===== src/rtl/bcd_pkg.sv =====
// Shared constants and types for the sequential double-dabble converter.
// Signed input mode is selected at build time with BCD_SIGNED_EN.
package bcd_pkg;

  localparam int DATA_W_DEF  = 20;
  localparam int DIGIT_W     = 4;
  localparam int NUM_DIGITS  = 6;
  localparam int BCD_W       = 24;
  localparam int CNT_W       = 5;
  localparam int BCD_MAX_DEF = 999999;

  localparam int DIG_UNIT  = 0;
  localparam int DIG_TEN   = 1;
  localparam int DIG_HUN   = 2;
  localparam int DIG_THO   = 3;
  localparam int DIG_T_THO = 4;
  localparam int DIG_H_HUN = 5;

  typedef enum logic {
    IDLE  = 1'b0,
    SHIFT = 1'b1
  } state_t;

endpackage


===== src/rtl/bcd_add3.sv =====
// Per-nibble add-3 correction applied before each double-dabble shift.
module bcd_add3
  import bcd_pkg::*;
(
  input  logic [DIGIT_W-1:0] i_nib,
  output logic [DIGIT_W-1:0] o_nib
);

  assign o_nib = (i_nib >= 4'd5) ? i_nib + 4'd3 : i_nib;

endmodule


===== src/rtl/bcd_dabble_seq.sv =====
// One-shift-per-clock binary to six-digit BCD converter with sign/overflow.
// Define BCD_SIGNED_EN to treat bin as two's complement.
module bcd_dabble_seq
  import bcd_pkg::*;
#(
  parameter int DATA_W  = DATA_W_DEF,
  parameter int DIGITS  = NUM_DIGITS,
  parameter int BCD_MAX = BCD_MAX_DEF
) (
  input  logic              sys_clk,
  input  logic              sys_rst,
  input  logic              start,
  input  logic [DATA_W-1:0] bin,
  output logic              busy,
  output logic              done,
  output logic [3:0]        unit,
  output logic [3:0]        ten,
  output logic [3:0]        hun,
  output logic [3:0]        tho,
  output logic [3:0]        t_tho,
  output logic [3:0]        h_hun,
  output logic              sign,
  output logic              ovf
);

  localparam int BW = DIGITS * DIGIT_W;
  localparam logic [CNT_W-1:0] CNT_LAST = CNT_W'(DATA_W - 1);
  localparam logic [BW-1:0] BCD_SAT = {DIGITS{4'h9}};

  state_t            r_state;
  state_t            w_state_nxt;
  logic [DATA_W-1:0] r_bin;
  logic [DATA_W-1:0] w_mag;
  logic [BW-1:0]     r_bcd;
  logic [BW-1:0]     w_adj;
  logic [BW-1:0]     w_bcd_nxt;
  logic [BW-1:0]     r_dig;
  logic [CNT_W-1:0]  r_cnt;
  logic              r_sign_c;
  logic              r_ovf_c;
  logic              w_sign_c;
  logic              w_ovf_c;
  logic              r_sign;
  logic              r_ovf;
  logic              r_done;
  logic              w_load;
  logic              w_last;

  for (genvar g = 0; g < DIGITS; g++) begin : g_add3
    bcd_add3 u_add3 (
      .i_nib (r_bcd[g*DIGIT_W +: DIGIT_W]),
      .o_nib (w_adj[g*DIGIT_W +: DIGIT_W])
    );
  end

  assign w_bcd_nxt = {w_adj[BW-2:0], r_bin[DATA_W-1]};

`ifdef BCD_SIGNED_EN
  // Negating the most negative value wraps to itself, which reads as
  // the correct unsigned magnitude.
  assign w_sign_c = bin[DATA_W-1];
  assign w_mag    = w_sign_c ? (~bin + DATA_W'(1)) : bin;
  assign w_ovf_c  = 1'b0;
`else
  assign w_sign_c = 1'b0;
  assign w_mag    = bin;
  assign w_ovf_c  = (bin > DATA_W'(BCD_MAX));
`endif

  always_comb begin
    w_state_nxt = r_state;
    w_load      = 1'b0;
    w_last      = 1'b0;
    unique case (r_state)
      IDLE: begin
        if (start) begin
          w_load      = 1'b1;
          w_state_nxt = SHIFT;
        end
      end
      SHIFT: begin
        if (r_cnt == CNT_LAST) begin
          w_last      = 1'b1;
          w_state_nxt = IDLE;
        end
      end
    endcase
  end

  always_ff @(posedge sys_clk) begin
    if (sys_rst) begin
      r_state  <= IDLE;
      r_bin    <= '0;
      r_bcd    <= '0;
      r_cnt    <= '0;
      r_sign_c <= 1'b0;
      r_ovf_c  <= 1'b0;
      r_dig    <= '0;
      r_sign   <= 1'b0;
      r_ovf    <= 1'b0;
      r_done   <= 1'b0;
    end else begin
      r_state <= w_state_nxt;
      r_done  <= w_last;
      if (w_load) begin
        r_bin    <= w_mag;
        r_bcd    <= '0;
        r_cnt    <= '0;
        r_sign_c <= w_sign_c;
        r_ovf_c  <= w_ovf_c;
      end else if (r_state == SHIFT) begin
        r_bcd <= w_bcd_nxt;
        r_bin <= {r_bin[DATA_W-2:0], 1'b0};
        r_cnt <= r_cnt + 1'b1;
      end
      // Digits only move on the final shift, never mid-conversion.
      if (w_last) begin
        r_dig  <= r_ovf_c ? BCD_SAT : w_bcd_nxt;
        r_ovf  <= r_ovf_c;
        r_sign <= r_sign_c & (|w_bcd_nxt);
      end
    end
  end

  assign busy  = (r_state == SHIFT);
  assign done  = r_done;
  assign sign  = r_sign;
  assign ovf   = r_ovf;
  assign unit  = r_dig[DIG_UNIT*DIGIT_W +: DIGIT_W];
  assign ten   = r_dig[DIG_TEN*DIGIT_W +: DIGIT_W];
  assign hun   = r_dig[DIG_HUN*DIGIT_W +: DIGIT_W];
  assign tho   = r_dig[DIG_THO*DIGIT_W +: DIGIT_W];
  assign t_tho = r_dig[DIG_T_THO*DIGIT_W +: DIGIT_W];
  assign h_hun = r_dig[DIG_H_HUN*DIGIT_W +: DIGIT_W];

endmodule


===== config.mk =====
export PLATFORM = sky130hd
export DESIGN_NAME = bcd_dabble_seq
export DESIGN_NICKNAME = d
export VERILOG_FILES = /design/src/rtl/bcd_pkg.sv /design/src/rtl/bcd_add3.sv /design/src/rtl/bcd_dabble_seq.sv
export SDC_FILE = /design/constraint.sdc
export NUM_CORES = 1
export LEC_CHECK = 0
export ABC_AREA = 0
export BUFFER_PORTS_ARGS = -buffer_cell sky130_fd_sc_hd__buf_2
export CORE_MARGIN = 10
export CORE_UTILIZATION = 57
export DETAILED_ROUTE_END_ITERATION = 12
export HOLD_SLACK_MARGIN = 0.06
export PLACE_DENSITY_LB_ADDON = 0.1
export SLEW_MARGIN = 20
export SYNTH_ARGS = -nofsm -noshare
export SYNTH_HDL_FRONTEND = slang
export SYNTH_HIERARCHICAL = 1
export SYNTH_SLANG_ARGS = --single-unit

===== constraint.sdc =====
create_clock -name sys_clk -period 1.85 [get_ports sys_clk]
set_clock_uncertainty 0.15 [all_clocks]
set_input_delay 0.2775 -clock sys_clk [delete_from_list [all_inputs] [get_ports sys_clk]]
set_output_delay 0.2775 -clock sys_clk [all_outputs]
set_load 0.005 [all_outputs]

# Word-level counts from Yosys, hierarchy flattened
# Cells that the tools add are included.
[totals] regBits=77 in_bits=23 word_cells=41 output_inout_bits=28
[classes] n_lt_le_gt_ge=7 n_mux=15 eq_ne=1 addsub=7 bitwise_logic=1 n_reduce_logical=2
[ops] operator="20-bit 2-to-1 mux" count=2
[ops] operator="4-bit by 3-bit greater-or-equal comparator with 1-bit output, second input constant" count=6
[ops] operator="24-bit 2-to-1 mux" count=1
[ops] operator="4-bit by 2-bit adder with 4-bit output, second input constant" count=5
[ops] operator="20-bit greater-than comparator, second input constant" count=1
[ops] operator="4-bit 2-to-1 mux" count=5
[ops] operator="5-bit by 1-bit adder with 5-bit output, second input constant" count=1
[ops] operator="5-bit equality test, second input constant" count=1
[ops] operator="1-bit 2-to-1 mux" count=5
[ops] operator="3-bit by 2-bit adder with 3-bit output, second input constant" count=1
[ops] operator="3-bit 2-to-1 mux" count=1
[ops] operator="1-bit one-hot mux with 2 select lines" count=1
[ops] operator="2-bit nonzero test" count=1
[ops] operator="2-bit OR reduction" count=1
[ops] operator="1-bit NOT" count=1

# Logic depth before layout (Yosys ltp)
# Gate-level depths: netlist (run 1).
[logic_depth] depth_word=3 mapped_depth=7 ltp_nobuf=7

# Modules after synthesis
# The synthesis (run 1) kept the hierarchy.
[by_module_without_submodules] module="bcd_dabble_seq" cells_per_inst=295 area_per_inst_um2=2937.8 n_inst=1 seq_area_each_um2=1541.5
[by_module_without_submodules] module="bcd_add3" cells_per_inst=16 area_per_inst_um2=101.3 n_inst=6 seq_area_each_um2=0.0

# Least setup slack after synthesis (run 1)
# No wires, ideal clock.
[synth_timing] kind="reg2reg" from="register r_cnt[0]" to="register r_dig[12]" required_ns=1.630 setup_time_ns=0.070 stages_incl_launch_ff=6 slack_ns=0.255 t_arrival_ns=1.375 path_cell_list="dfxtp_1 ha_1 nand3_1 or4_4 buf_6 o2bb2ai_1"
[synth_via] elab_chain_cells=3
[synth_lines] element="from (decl)" line_no="bcd_dabble_seq.sv:38" rtl="logic [CNT_W-1:0] r_cnt;"
[synth_lines] element="from (signal assigned)" line_no="bcd_dabble_seq.sv:114" rtl="r_cnt <= r_cnt + 1'b1;"
[synth_lines] element="5-bit equality test" line_no="bcd_dabble_seq.sv:82" rtl="if (r_cnt == CNT_LAST) begin"
[synth_lines] element="1-bit 2-to-1 mux" line_no="bcd_dabble_seq.sv:82"
[synth_lines] element="1-bit 2-to-1 mux" line_no="bcd_dabble_seq.sv:74" rtl="unique case (r_state)"
[synth_lines] element="to (signal assigned)" line_no="bcd_dabble_seq.sv:118" rtl="r_dig <= r_ovf_c ? BCD_SAT : w_bcd_nxt;"
[synth_lines] element="to (decl)" line_no="bcd_dabble_seq.sv:37" rtl="logic [BW-1:0] r_dig;"
# No other way between the ends.
# A chain may end at the register's enable or synchronous reset.

# Worst setup path in the final report (run 1)
[layout_timing] from="register r_cnt[0]" to="register r_ovf, in the netlist ovf"
[layout_via] elab_chain_cells=3
[layout_lines] element="5-bit equality test" line_no="bcd_dabble_seq.sv:82"
[layout_lines] element="1-bit 2-to-1 mux" line_no="bcd_dabble_seq.sv:82"
[layout_lines] element="1-bit 2-to-1 mux" line_no="bcd_dabble_seq.sv:74"
[layout_lines] element="to (signal assigned)" line_no="bcd_dabble_seq.sv:119" rtl="r_ovf <= r_ovf_c;"
[layout_lines] element="to (decl)" line_no="bcd_dabble_seq.sv:44" rtl="logic r_ovf;"
# No other way between the ends.

==> impl_metrics.sql, run 1 <==
INSERT INTO impl_metrics (metric_group, metric, value, unit) VALUES
('logic_synthesis', 'synth.yosys.warnings', '6', ''),
('clocking', 'post-cts-setup-buffer-count', '0', ''),
('cells_and_area', 'final_common_cell', 'sky130_fd_sc_hd__dfxtp_1', ''),
('critical_path', 'crit_type', 'reg2reg', ''),
('timing', 'timing.fmax', '575', 'MHz'),
('clocking', 'cts_resized', '0', ''),
('drt', 'm1WireLength', '3.48', 'mm'),
('power', 'internal_power', '2.69', 'mW'),
('grt', 'grt_pass1_wl', '12.9', 'mm'),
('timing', 'report.final.setup_viol', '0', ''),
('critical_path', 'critical_path_arrival', '1.88', 'ns'),
('timing', 'finalMaxSlewViolations', '0', ''),
('drt', 'highest_layer', 'met4', ''),
('timing', 'worst-slew-pin-transition', '0.522', 'ns'),
('drt', 'routedWlPerCell', '14.4', 'um'),
('power', 'ir_worst_vdd', '682', 'uV'),
('place', 'dpl-instance-area', '3860', 'um2'),
('drt', 'drc_errors', '0', ''),
('timing', 'layout_min_cycle_time', '1.74', 'ns'),
('floorplan', 'initial_core_util', '59.2', '%'),
('critical_path', 'r2r_path_start', 'r_cnt[0]', ''),
('place', 'placement.io_buffers', '49', ''),
('floorplan', 'die_area', '9730', 'um2'),
('critical_path', 'critical_path.cell_chain', 'ha_1, nand3_1, or4_4, inv_1, a22o_1', ''),
('timing', 'tns', '0', 'ns'),
('place', 'place_hpwl', '5.19', 'mm'),
('critical_path', 'worstSetupStartpointType', 'register', ''),
('cells_and_area', 'drive_gt1_share', '24.0', '%'),
('drt', 'route.final.wire_length', '7.43', 'mm'),
('hold_path', 'worstHoldPathType', 'in2reg', ''),
('clocking', 'cts_tree', 'built', ''),
('drt', 'route.vias.total', '2765', ''),
('clocking', 'clkTransAtPathRegs', '0.08', 'ns'),
('cells_and_area', 'nFillCells', '478', ''),
('drt', 'via_per_inst', '5.35', ''),
('cells_and_area', 'num_antenna_cells', '0', ''),
('grt', 'grt_max_degree', '30', ''),
('logic_synthesis', 'synthesis.instances', '387', ''),
('drt', 'met3_wire_len', '315', 'um'),
('floorplan', 'die_h', '98.7', 'um'),
('timing', 'final.period_utilization', '94.1', '%'),
('run_status', 'outcome', 'completed', ''),
('clocking', 'clkSinkCount', '77', ''),
('critical_path', 'setup.worst_path.start', 'r_cnt[0]', ''),
('cells_and_area', 'layout-area-overhead-vs-synth', '16.6', '%'),
('timing', 'relSlewSlack', '65.2', '%'),
('power', 'power_frac_clock', '43.4', '%'),
('floorplan', 'fp.coreArea', '5960', 'um2'),
('critical_path', 'worstPathBufferInverterCount', '1', ''),
('critical_path', 'max_stage_delay', '0.55', 'ns'),
('drt', 'initial_drt_pass_iterations', '4', ''),
('power', 'power_frac_comb', '7.2', '%'),
('clocking', 'cts-buffers-inserted', '9', ''),
('drt', 'met2_length', '3.54', 'mm'),
('critical_path', 'cp_data_required_time', '1.99', 'ns'),
('timing', 'unrepaired_setup_endpoints_after_global_routing', 'no', ''),
('floorplan', 'ioPinCount', '51', ''),
('timing', 'final.setup.worst_slack', '0.110', 'ns'),
('place', 'gp_congestion', '0.764', ''),
('clocking', 'holdBufCountCts', '1', ''),
('logic_synthesis', 'syn_avg_cell_area', '9.11', 'um2'),
('power', 'power-per-cell-area', '841', 'nW/um2'),
('logic_synthesis', 'synthesized_nets', '423', ''),
('drt', 'drt-initial-drc-count', '132', ''),
('clocking', 'htree_num_levels', '3', ''),
('place', 'place_ws', '0.140', 'ns'),
('clocking', 'max-clock-path-buffers', '2', ''),
('power', 'share_seq_of_total_power', '49.4', '%'),
('critical_path', 'timing.critical_path.fanout_max', '13', ''),
('grt', 'grt_remaining_overflow', '0', ''),
('timing', 'report.final.hold_viol_count', '0', '');
==> state kept, by name, summed over array words and instances (netlist names) <==
register,flops
r_bcd,24
r_dig,24
r_bin,20
r_cnt,5
busy,1
done,1
ovf,1
r_ovf_c,1
==> power by group through the flow <==
stage,combinational [mW],clock (mW),sequential (mW)
2_1_floorplan,0.173,0,1.74
5_1_grt,0.271,1.60,1.71
3_3_place_gp,0.241,0,1.74
4_1_cts,0.248,1.53,1.71
3_5_place_dp,0.245,0,1.74
6_report,0.248,1.50,1.71
==> per-stage QoR <==
step           hold WS [ns]  std cells  utilization, %
3_3_place_gp          0.292        500            64.9
3_5_place_dp          0.296        500            64.9
2_1_floorplan         0.288        387               -
5_1_grt               0.105        517            69.0
4_1_cts              0.0753        517            69.0
6_report             0.0909        517            69.0
==> worst paths after layout <==
check / slack (ns) / end / cells past startpoint
max: 0.11 / ovf / 5
min reg2reg: 0.31 / r_bin[2] / 2
min: 0.09 / r_ovf_c / 3
max reg2reg: 0.11 / ovf / 5
==> tightest hold or removal path, delay by kind of cell <==
| kind | cells | cell delay, ns |
|---|---|---|
| buffers and inverters | 1 | 0.11 |
| AOI/OAI and AO/OA | 1 | 0.07 |
| and+or+nand+nor | 1 | 0.07 |
==> metal layers <==
layer / vias up / global-route usage [%]
li1: 1410 / -
met1: 1294 / 19.1
met2: 52 / 25.5
met3: 9 / 3.91
met4: 0 / 6.06
met5: - / 0
==> final cells by class <==
type / instances / area, um2 / area share, %
Clock buffer: 9 / 124 / 3.01
Tap cell: 75 / 93.8 / 2.28
Timing Repair Buffer: 61 / 363 / 8.83
Clock inverter: 7 / 114 / 2.77
Sequential cell: 77 / 1540 / 37.5
Multi-Input combinational cell: 273 / 1820 / 44.2
Inverter: 15 / 56.3 / 1.37
No activity file was read; power rests on OpenSTA's default activity.
==> run 2: changes to the inputs <==
--- a/config.mk
+++ b/config.mk
@@ -11,6 +11,7 @@
 export CORE_UTILIZATION = 57
 export DETAILED_ROUTE_END_ITERATION = 12
 export HOLD_SLACK_MARGIN = 0.06
+export MAX_ROUTING_LAYER = met4
 export PLACE_DENSITY_LB_ADDON = 0.1
 export SLEW_MARGIN = 20
 export SYNTH_ARGS = -nofsm -noshare
==> impl_metrics.sql, run 2 (synthesis results as in run 1) <==
INSERT INTO impl_metrics (metric_group, metric, value, unit) VALUES
('drt', 'routedWlPerCell', '14.4', 'um'),
('power', 'totalPowerFinal', '3.46', 'mW'),
('timing', 'relSlewSlack', '65.6', '%'),
('clocking', 'htree_num_levels', '3', ''),
('hold_path', 'hold_path_depth', '3', ''),
('critical_path', 'critical_path_arrival', '1.88', 'ns'),
('grt', 'grt_remaining_overflow', '0', ''),
('critical_path', 'timing.critical_path.to_type', 'register', ''),
('power', 'ir_worst_vdd', '686', 'uV'),
('power', 'power_frac_clock', '43.5', '%'),
('timing', 'final.setup.worst_slack', '0.111', 'ns'),
('grt', 'grt_max_degree', '30', ''),
('floorplan', 'fp.coreArea', '5960', 'um2'),
('clocking', 'max-clock-path-buffers', '2', ''),
('cells_and_area', 'final_cell_area', '4110', 'um2'),
('hold_path', 'whs_endpoint', 'r_bin[0]', ''),
('critical_path', 'r2r_cells', '5', ''),
('place', 'place_hpwl', '5.19', 'mm'),
('drt', 'drt-initial-drc-count', '134', ''),
('power', 'internal_power', '2.69', 'mW'),
('floorplan', 'ioPinCount', '51', ''),
('timing', 'timing.fmax', '575', 'MHz'),
('clocking', 'clkSinkCount', '77', ''),
('cells_and_area', 'top_regs', 'r_bcd: 24 flops, r_dig: 24 flops, r_bin: 20 flops', ''),
('clocking', 'clkTransAtPathRegs', '0.08', 'ns'),
('floorplan', 'die_h', '98.7', 'um'),
('critical_path', 'worstSetupStartpointType', 'register', ''),
('timing', 'finalMaxSlewViolations', '0', ''),
('clocking', 'clock_insertion_delay_worst_skew', '0.34', 'ns'),
('timing', 'layout_min_cycle_time', '1.74', 'ns'),
('cells_and_area', 'nFillCells', '478', ''),
('timing', 'final.period_utilization', '94.0', '%'),
('power', 'net_switching', '0.766', 'mW'),
('flow_run', 'cap_violations', '0', ''),
('timing', 'report.final.setup_viol', '0', ''),
('drt', 'route.vias.total', '2773', ''),
('hold_path', 'worst_hold_startpoint', 'bin[0]', ''),
('clocking', 'cts_tree', 'built', ''),
('floorplan', 'initial_core_util', '59.2', '%'),
('clocking', 'cts-buffers-inserted', '9', ''),
('drt', 'drc_errors', '0', ''),
('floorplan', 'row_count', '28', ''),
('timing', 'unrepaired_setup_endpoints_after_global_routing', 'no', ''),
('cells_and_area', 'drive_gt1_share', '24.0', '%'),
('critical_path', 'timing.critical_path.fanout_max', '13', ''),
('place', 'gp_congestion', '0.774', ''),
('critical_path', 'r2r_slack', '0.11', 'ns'),
('power', 'power-per-cell-area', '842', 'nW/um2'),
('power', 'netSwitchingFraction', '22.1', '%'),
('power', 'power_frac_comb', '7.2', '%'),
('place', 'place_ws', '0.140', 'ns'),
('grt', 'globalRouteTotalUtil', '16.0', '%'),
('timing', 'report.final.hold_viol_count', '0', ''),
('critical_path', 'crit_type', 'reg2reg', ''),
('cells_and_area', 'layout_common_cells', 'sky130_fd_sc_hd__dfxtp_1 (76), sky130_fd_sc_hd__nand2_1 (63), sky130_fd_sc_hd__buf_2 (49)', ''),
('grt', 'grt_antenna_before_repair', '0', ''),
('cells_and_area', 'num_antenna_cells', '0', ''),
('cells_and_area', 'final_common_cell', 'sky130_fd_sc_hd__dfxtp_1', ''),
('drt', 'route.final.wire_length', '7.45', 'mm'),
('drt', 'initial_drt_pass_iterations', '7', ''),
('power', 'power_leakage', '1.77', 'nW'),
('timing', 'worst-slew-pin-transition', '0.517', 'ns'),
('drt', 'via_per_inst', '5.36', ''),
('critical_path', 'cp_data_required_time', '1.99', 'ns'),
('critical_path', 'worstReg2RegEnd', 'ovf', ''),
('floorplan', 'die_area', '9730', 'um2'),
('critical_path', 'r2r_path_start', 'r_cnt[0]', ''),
('grt', 'first_global_vias', '2727', ''),
('timing', 'holdWs', '0.0826', 'ns'),
('hold_path', 'worstHoldPathType', 'in2reg', ''),
('cells_and_area', 'final_nets', '473', ''),
('run_status', 'outcome', 'completed', ''),
('clocking', 'clock_tree.root_cell', 'sky130_fd_sc_hd__clkbuf_8', ''),
('drt', 'ant_nets', '0', ''),
('place', 'placement.io_buffers', '49', ''),
('floorplan', 'chipWidth', '98.7', 'um'),
('cells_and_area', 'layout-area-overhead-vs-synth', '16.6', '%'),
('place', 'dpl-instance-area', '3860', 'um2'),
('timing', 'tns', '0', 'ns'),
('power', 'share_seq_of_total_power', '49.3', '%'),
('grt', 'grt_pass1_wl', '12.9', 'mm');
[run 2: critical path, stage by stage, from the launching register on]
cell,delay [ns]
sky130_fd_sc_hd__dfxtp_1,0.37
sky130_fd_sc_hd__ha_1,0.26
sky130_fd_sc_hd__nand3_1,0.14
sky130_fd_sc_hd__or4_4,0.55
sky130_fd_sc_hd__inv_1,0.10
sky130_fd_sc_hd__a22o_1,0.11
[run 2: worst max-delay path by stage]
stage / startpoint / endpoint / slack [ns]
2_1_floorplan: r_cnt[0] / r_dig[12] / 0.25
3_3_place_gp: r_cnt[0] / ovf / 0.21
3_5_place_dp: r_cnt[0] / ovf / 0.14
4_1_cts: r_cnt[0] / ovf / 0.11
5_1_grt: r_cnt[0] / ovf / 0.004
6_report: r_cnt[0] / ovf / 0.11
[run 2: metal layers]
metal	vias up	part of all wire, %	track usage, %
met5	-	0	-
met4	0	1.4	6.06
met3	11	3.8	3.63
met2	49	48	25.4
met1	1300	47	19.4
li1	1413	-	-
[run 2: through the flow]
step / cells / utilization, %
6_report: 517 / 69.0
5_1_grt: 517 / 69.0
4_1_cts: 517 / 69.0
3_5_place_dp: 500 / 64.9
3_3_place_gp: 500 / 64.9
2_1_floorplan: 387 / -
[run 2: area by class of cell]
class	instances	area (um2)	area share (%)
clock buffer	9	124	3.01
clock inverter	7	114	2.77
inverter	15	56.3	1.37
multi-input combinational	273	1820	44.2
sequential	77	1540	37.5
tap	75	93.8	2.28
timing repair buffer	61	363	8.83
[run 2: what timing repair did]
item / CTS / global route
hold buffers: 1 / 0
setup buffers: 0 / 0
endpoints found under the hold margin: 1 / 0
gates resized for setup: 0 / 0
[run 2: power by group through the flow]
stage / sequential, mW / clock [mW] / combinational [mW]
floorplan: 1.74 / 0 / 0.173
global placement: 1.74 / 0 / 0.241
detailed placement: 1.74 / 0 / 0.245
CTS: 1.71 / 1.53 / 0.248
global route: 1.71 / 1.60 / 0.272
finish: 1.71 / 1.51 / 0.248
